--- src/rtl/regfile_pkg.sv ---
// Shared defaults and address-width helper for the multi-port register file.
// No logic here; latency/backpressure not applicable.
package regfile_pkg;
  localparam int XLEN_D = 32;
  localparam int NREG_D = 32;
  localparam int NRD_D  = 2;
  localparam int NWR_D  = 2;

  function automatic int addr_w(input int nreg);
    return (nreg > 1) ? $clog2(nreg) : 1;
  endfunction
endpackage

--- src/rtl/regfile_wr_sel.sv ---
// Write-port match for one address: hit flag plus data of the highest-index matching port.
// Combinational, zero latency; no backpressure.
module regfile_wr_sel
  import regfile_pkg::*;
#(
  parameter int XLEN = XLEN_D,
  parameter int AW   = 5,
  parameter int NWR  = NWR_D
) (
  input  logic [AW-1:0]       i_addr,
  input  logic [NWR-1:0]      i_wr_en,
  input  logic [NWR*AW-1:0]   i_wr_addr,
  input  logic [NWR*XLEN-1:0] i_wr_data,
  output logic                o_hit,
  output logic [XLEN-1:0]     o_data
);

  // Ascending scan: a later (higher-index) match overrides earlier ones.
  always_comb begin
    o_hit  = 1'b0;
    o_data = '0;
    for (int j = 0; j < NWR; j++) begin
      if (i_wr_en[j] && (i_wr_addr[j*AW +: AW] == i_addr) && (i_addr != '0)) begin
        o_hit  = 1'b1;
        o_data = i_wr_data[j*XLEN +: XLEN];
      end
    end
  end

endmodule

--- src/rtl/regfile_mp.sv ---
// Multi-port register file with per-register busy scoreboard and optional write bypass.
// Reads combinational (0 cycles), writes/sets land at next edge; no backpressure.
module regfile_mp
  import regfile_pkg::*;
#(
  parameter int XLEN   = XLEN_D,
  parameter int NREG   = NREG_D,
  parameter int NRD    = NRD_D,
  parameter int NWR    = NWR_D,
  parameter int BYPASS = 1,
  localparam int AW    = addr_w(NREG)
) (
  input  logic                clk,
  input  logic                rst,
  input  logic [NRD*AW-1:0]   rd_addr,
  output logic [NRD*XLEN-1:0] rd_data,
  output logic [NRD-1:0]      rd_busy,
  input  logic [NWR-1:0]      wr_en,
  input  logic [NWR*AW-1:0]   wr_addr,
  input  logic [NWR*XLEN-1:0] wr_data,
  input  logic                sb_set,
  input  logic [AW-1:0]       sb_addr
);

  logic [XLEN-1:0] w_rf [NREG];
  logic [NREG-1:0] w_busy;

  for (genvar k = 0; k < NREG; k++) begin : g_reg
    if (k == 0) begin : g_zero
      assign w_rf[k]   = '0;
      assign w_busy[k] = 1'b0;
    end else begin : g_live
      logic            w_hit;
      logic [XLEN-1:0] w_wdat;
      logic [XLEN-1:0] r_q;
      logic            r_b;

      regfile_wr_sel #(.XLEN(XLEN), .AW(AW), .NWR(NWR)) u_sel (
        .i_addr    (AW'(k)),
        .i_wr_en   (wr_en),
        .i_wr_addr (wr_addr),
        .i_wr_data (wr_data),
        .o_hit     (w_hit),
        .o_data    (w_wdat)
      );

      // Issue-time set beats a same-cycle completing write on the busy bit.
      always_ff @(posedge clk) begin
        if (rst) begin
          r_q <= '0;
          r_b <= 1'b0;
        end else begin
          if (w_hit) r_q <= w_wdat;
          if (sb_set && (sb_addr == AW'(k))) r_b <= 1'b1;
          else if (w_hit)                    r_b <= 1'b0;
        end
      end

      assign w_rf[k]   = r_q;
      assign w_busy[k] = r_b;
    end
  end

  for (genvar i = 0; i < NRD; i++) begin : g_rd
    logic [AW-1:0]   w_ra;
    logic            w_hit;
    logic [XLEN-1:0] w_bdat;
    logic            w_byp;

    assign w_ra = rd_addr[i*AW +: AW];

    regfile_wr_sel #(.XLEN(XLEN), .AW(AW), .NWR(NWR)) u_byp (
      .i_addr    (w_ra),
      .i_wr_en   (wr_en),
      .i_wr_addr (wr_addr),
      .i_wr_data (wr_data),
      .o_hit     (w_hit),
      .o_data    (w_bdat)
    );

    // Forwarding is off during reset so reads show the array being cleared.
    assign w_byp                   = (BYPASS != 0) && !rst && w_hit;
    assign rd_data[i*XLEN +: XLEN] = w_byp ? w_bdat : w_rf[w_ra];
    assign rd_busy[i]              = w_byp ? 1'b0 : w_busy[w_ra];
  end

endmodule

--- config.mk ---
export PLATFORM = sky130hd
export DESIGN_NAME = regfile_mp
export DESIGN_NICKNAME = d
export VERILOG_FILES = /design/src/rtl/regfile_pkg.sv /design/src/rtl/regfile_wr_sel.sv /design/src/rtl/regfile_mp.sv
export SDC_FILE = /design/constraint.sdc
export NUM_CORES = 2
export LEC_CHECK = 0
export CORE_ASPECT_RATIO = 1.5
export CORE_MARGIN = 2
export CORE_UTILIZATION = 50
export CTS_BUF_LIST = sky130_fd_sc_hd__clkbuf_8 sky130_fd_sc_hd__clkbuf_16
export CTS_CLUSTER_DIAMETER = 50
export DETAILED_ROUTE_END_ITERATION = 8
export PLACE_DENSITY = 0.67
export SLEW_MARGIN = 20
export SYNTH_ARGS = -nofsm -noshare
export SYNTH_HDL_FRONTEND = slang
export SYNTH_SLANG_ARGS = --single-unit
--- constraint.sdc ---
create_clock -name clk -period 7.2 [get_ports clk]
set_input_delay 1.08 -clock clk [delete_from_list [all_inputs] [get_ports clk]]
set_output_delay 1.08 -clock clk [all_outputs]
set_load 0.005 [all_outputs]
== Word-level counts from Yosys, hierarchy flattened ==
Index checks and enable logic that the tools add are counted.
W data, S select, Z words.

* Register bits: 1023
* Output and inout port bits: 66

* Eq/ne operators: 97
* Magnitude comparators: 4
* Mux-type cells: 208
* Bitwise logic cells: 2
* Reductions and logical operators: 137

{| class="wikitable"
|+ Operators with widths
! kind !! count
|-
| $mux W32 || 72
|-
| $bmux W32 S5 || 2
|-
| $eq A5 B5 Y1 const B || 48
|-
| $mux W1 || 132
|-
| $eq A5 B4 Y1 const B || 24
|-
| $logic_and A1 B1 Y1 || 103
|-
| $reduce_bool A2 Y1 || 31
|-
| $eq A5 B3 Y1 const B || 12
|-
| $eq A5 B2 Y1 const B || 6
|-
| $eq A5 B5 Y1 || 4
|-
| $eq A5 B1 Y1 const B || 3
|-
| $ge A6 B6 Y1 const B || 2
|-
| $lt A5 B6 Y1 const B || 2
|-
| $not A5 Y6 || 2
|-
| $bmux W1 S5 || 2
|-
| $reduce_bool A5 Y1 || 2
|-
| $logic_not A1 Y1 || 1
|}

== Depth between registers and ports, before layout ==
* Depth after elaboration: 7
* Depth in mapped cells: 10
* Mapped depth without buffers: 5

== Modules after synthesis ==
From an unflattened synthesis, not the netlist that was laid out.

* Cells, all modules: 7810
* Area total of the unflattened synthesis: 85014.0 um2

{| class="wikitable"
|+ By module, submodules not included
! module !! seq. area each (um2) !! area an instance (um2) !! instances !! cells an instance
|-
| regfile_mp || 20479.6 || 52849.4 || 1 || 4675
|-
| regfile_wr_sel || 0.0 || 974.7 || 33 || 95
|}

== Worst setup path before layout ==
No wires, ideal clock.

* Path type: input to output
* From: input port rd_addr[0]
* To: output port rd_data[10]
* Slack: 3276 ps
* Buffers on the path: 3
* Data arrival time: 2844 ps
* Cell stages on the path: 7
* Cell sequence: buf_2 buf_6 buf_2 mux4_2 mux4_2 o21ai_0 mux2i_1

* Word-level cells in the longest chain between the ends: 7

{| class="wikitable"
|+ RTL lines
! what !! line !! source
|-
| start: declaration || regfile_mp.sv:15 || <nowiki>input logic [NRD*AW-1:0] rd_addr,</nowiki>
|-
| branches (longest 6 deep; another with $bmux W32 S5) || - ||
|-
| $mux W32 * || regfile_mp.sv:83 || <nowiki>assign rd_data[i*XLEN +: XLEN] = w_byp ? w_bdat : w_rf[w_ra];</nowiki>
|-
| end: declaration || regfile_mp.sv:16 || <nowiki>output logic [NRD*XLEN-1:0] rd_data,</nowiki>
|}

Every way passes the cells marked *. The select of a mux whose other input is x is not followed.

== Final worst setup path ==
* From: input port rd_addr[4]
* To: output port rd_data[9]

The elaborated chain is that of the path after synthesis.

==> key figures <==
Status
  – Status: complete, no violations

Finish
  – Layout Nets: 6,121
  – Layout cell share with drive strength beyond 1: 0.171
  – Area Overhead vs Synth: 8.32%
  – Filler cell count: 10,900
  – Util after Layout: 0.544

Yosys
  – Syn avg cell area: 9.69 um2
  – Register bit total from synthesis: 1,023
  – Top cell type's share of synthesized area: 0.323
  – Post-synth EDFFs: 0
  – Netlist cell types: 50
  – Yosys warnings: 0
  – Largest area contributor in the netlist: dfxtp_1
  – Post-Synthesis Cells: 6,542
  – Post-synth ARST share: 0
  – Area contributors post-synth: dfxtp_1, mux4_2, mux2i_1, a211oi_1, nor2_1
  – Sequential fraction of the synthesis area: 0.323
  – Syn Nets: 6,636
  – Synth Cell Area: 0.0634 mm2
  – Most used DFF post-synth: dfxtp_1

Clock tree
  – Num Clock Sinks: 1,023
  – CTS max path bufs: 3
  – Root buffer cell: clkbuf_16
  – Hold buffers post-CTS: 0
  – Post-CTS Setup Inserts: 0
  – Clock transition at path regs: 0.07 ns
  – Worst-Skew Late Latency: 0.75 ns
  – # resized after CTS: 0
  – H-tree levels: 3
  – CTS tree: built
  – TritonCTS buffer count: 109

Timing
  – Hold Violations, Final: 0
  – Final setup viols: 0
  – Least-Margin Pin Slew: 1.23 ns
  – Worst hold slack: 0.497 ns
  – Max Freq: 168 MHz
  – Final period util: 0.829
  – Setup TNS: 0 ns
  – Slew Viols, Final: 0
  – Final Skew: 0 ns
  – RSZ-0062 raised after global routing: no
  – Worst Slack Setup Final: 1.23 ns
  – Slew HR: 0.179
  – Final min period: 5.97 ns

Route
  – Drt total wl: 251 mm
  – Wire per inst: 32.0 um
  – DRC errors left: 0
  – Drt pass-1 iters: 8
  – Remaining antenna violation count: 0
  – 1st-iter DRT viols: 7,340
  – Vias: 56,500
  – Vias/cell: 7.22

GRT
  – Met3 Use GR: 0.101
  – Met1 GRT Util: 0.459
  – GR peak layer: met2
  – Gr usage total: 0.381
  – First-pass GRT wire length: 369 mm
  – Met2 Use GR: 0.585
  – GRT overflow: 0
  – Initial antenna violation count: 5
  – Vias in the first global route: 55,600
  – Pin count of the biggest net entering global routing: 203

Placement
  – Input/output buffers: 159
  – DP Wirelength: 141 mm
  – Post-place setup slack: 1.40 ns
  – GPL Wtd Cong: 0.919

Floorplan
  – CORE AREA: 0.126 mm2
  – Die height: 440 um
  – Standard-cell rows: 160
  – Die area: 0.130 mm2
  – Die width: 295 um
  – IO Pins: 160
  – Initial Util: 0.502

Power and ir drop
  – Max VDD drop: 0.212 mV
  – Leakage Power: 0.0234 uW
  – PD cells: 194 mW/mm2
  – Total power: 13,300 uW

Critical path
  – CP max FO: 17
  – CP endpoint kind: output port
  – Critical path type: primary input to output port
  – Data required time at the worst endpoint: 6.12 ns
  – Critical Path Start Type: primary input
  – Crit path DAT: 4.89 ns
  – Internal reg-to-reg setup slack: 6.29 ns

Min path
  – Hold crit path type: flop to flop

Run
  – Max-capacitance violation count: 0
[registers in the layout, summed over array words and instances (netlist names)]
name          flops
g.g_live.r_q    992
g.g_live.r_b     31
[critical path, cell delays in order]
cell and delay, ns:
clkdlybuf4s50_1 0.67, or2_2 0.41, nor4_1 0.47, nor4_1 0.19, o21bai_4 0.64, buf_4 0.52, mux2i_1 0.28, clkdlybuf4s50_1 0.53
[Yosys cell counts (6+ instances only)]
| cell | instances |
|---|---|
| a211oi_1 | 704 |
| a21oi_1 | 17 |
| a221oi_1 | 66 |
| a311oi_1 | 288 |
| a32oi_1 | 14 |
| and3_1 | 8 |
| buf_1 | 66 |
| buf_2 | 143 |
| buf_4 | 31 |
| buf_6 | 14 |
| clkbuf_1 | 671 |
| clkbuf_2 | 30 |
| dfxtp_1 | 1023 |
| mux2_2 | 66 |
| mux2i_1 | 898 |
| mux4_2 | 528 |
| nand2_1 | 345 |
| nand2b_1 | 11 |
| nand3_1 | 294 |
| nand3b_1 | 14 |
| nand4_1 | 6 |
| nor2_1 | 1098 |
| nor2b_1 | 13 |
| o21ai_0 | 46 |
| o21ai_1 | 20 |
| o32ai_1 | 64 |
| xnor2_1 | 6 |
| xor2_1 | 8 |
[cell families (layout without fill, tap and decap cells)]
group           Yosys count  after routing  synth area share
simple gates           1813           1813             0.117
mux                    1492           1492             0.341
compound gates         1232           1232             0.151
flops                  1023           1023             0.323
buf+inv                 968            544            0.0653
xor+xnor                 14             14           0.00193
other cells               0              6                 0
[layout make-up]
type | count | area (um2) | share of cell area
flip-flops and latches | 1023 | 20500 | 0.298
diodes | 6 | 15.0 | 0.000219
clock inverters | 69 | 537 | 0.00782
well taps | 1701 | 2130 | 0.0310
clock buffers | 133 | 3080 | 0.0449
repair buffers | 335 | 3170 | 0.0461
inverters | 7 | 31.3 | 0.000456
multi-input cells | 4551 | 39200 | 0.571
[metrics by stage]
| stage | cells | area (um2) |
|---|---|---|
| after floorplan | 6542 | 63400 |
| after global placement | 7614 | 65000 |
| after detailed placement | 7616 | 65000 |
| after CTS | 7818 | 68600 |
| after global routing | 7819 | 68600 |
| final | 7825 | 68700 |
[power breakdown]
group / internal, uW / switching [uW] / leakage, uW / total (uW)
logic: 591 / 1080 / 0.0132 / 1680
clock network: 3220 / 2600 / 0.00186 / 5820
registers: 5770 / 80.7 / 0.00827 / 5850
total: 9580 / 3760 / 0.0234 / 13300
[cell usage in the layout, fill, tap and decap left out, types with 150 or more instances in the layout]
| master | count |
|---|---|
| nand2_1 | 305 |
| a211oi_1 | 704 |
| buf_4 | 158 |
| a311oi_1 | 288 |
| nand3_1 | 294 |
| mux4_2 | 528 |
| mux2i_1 | 898 |
| clkdlybuf4s50_1 | 150 |
| dfxtp_1 | 1023 |
| nor2_1 | 1086 |
[path summary, 6_finish.rpt]
path                                         startpoint                                     to  depth (start not counted)
setup / recovery                             rd_addr[4]                             rd_data[9]                          8
hold / removal     g_reg[10].g_live.r_q[5]$_SDFFE_PP0P_   g_reg[10].g_live.r_q[5]$_SDFFE_PP0P_                          2
setup reg to reg  g_reg[24].g_live.r_q[17]$_SDFFE_PP0P_  g_reg[24].g_live.r_q[17]$_SDFFE_PP0P_                          2
hold reg to reg    g_reg[10].g_live.r_q[5]$_SDFFE_PP0P_   g_reg[10].g_live.r_q[5]$_SDFFE_PP0P_                          2
[metal layers]
metal / share of wire / vias to the layer above / routed length, um
met5: 0.000044 / - / 11
met4: 0.085 / 2 / 21200
met3: 0.12 / 1153 / 29700
met2: 0.44 / 4078 / 111000
met1: 0.35 / 27600 / 88600
li1: - / 23700 / -
Note: power is estimated with default switching activity, not from simulation.
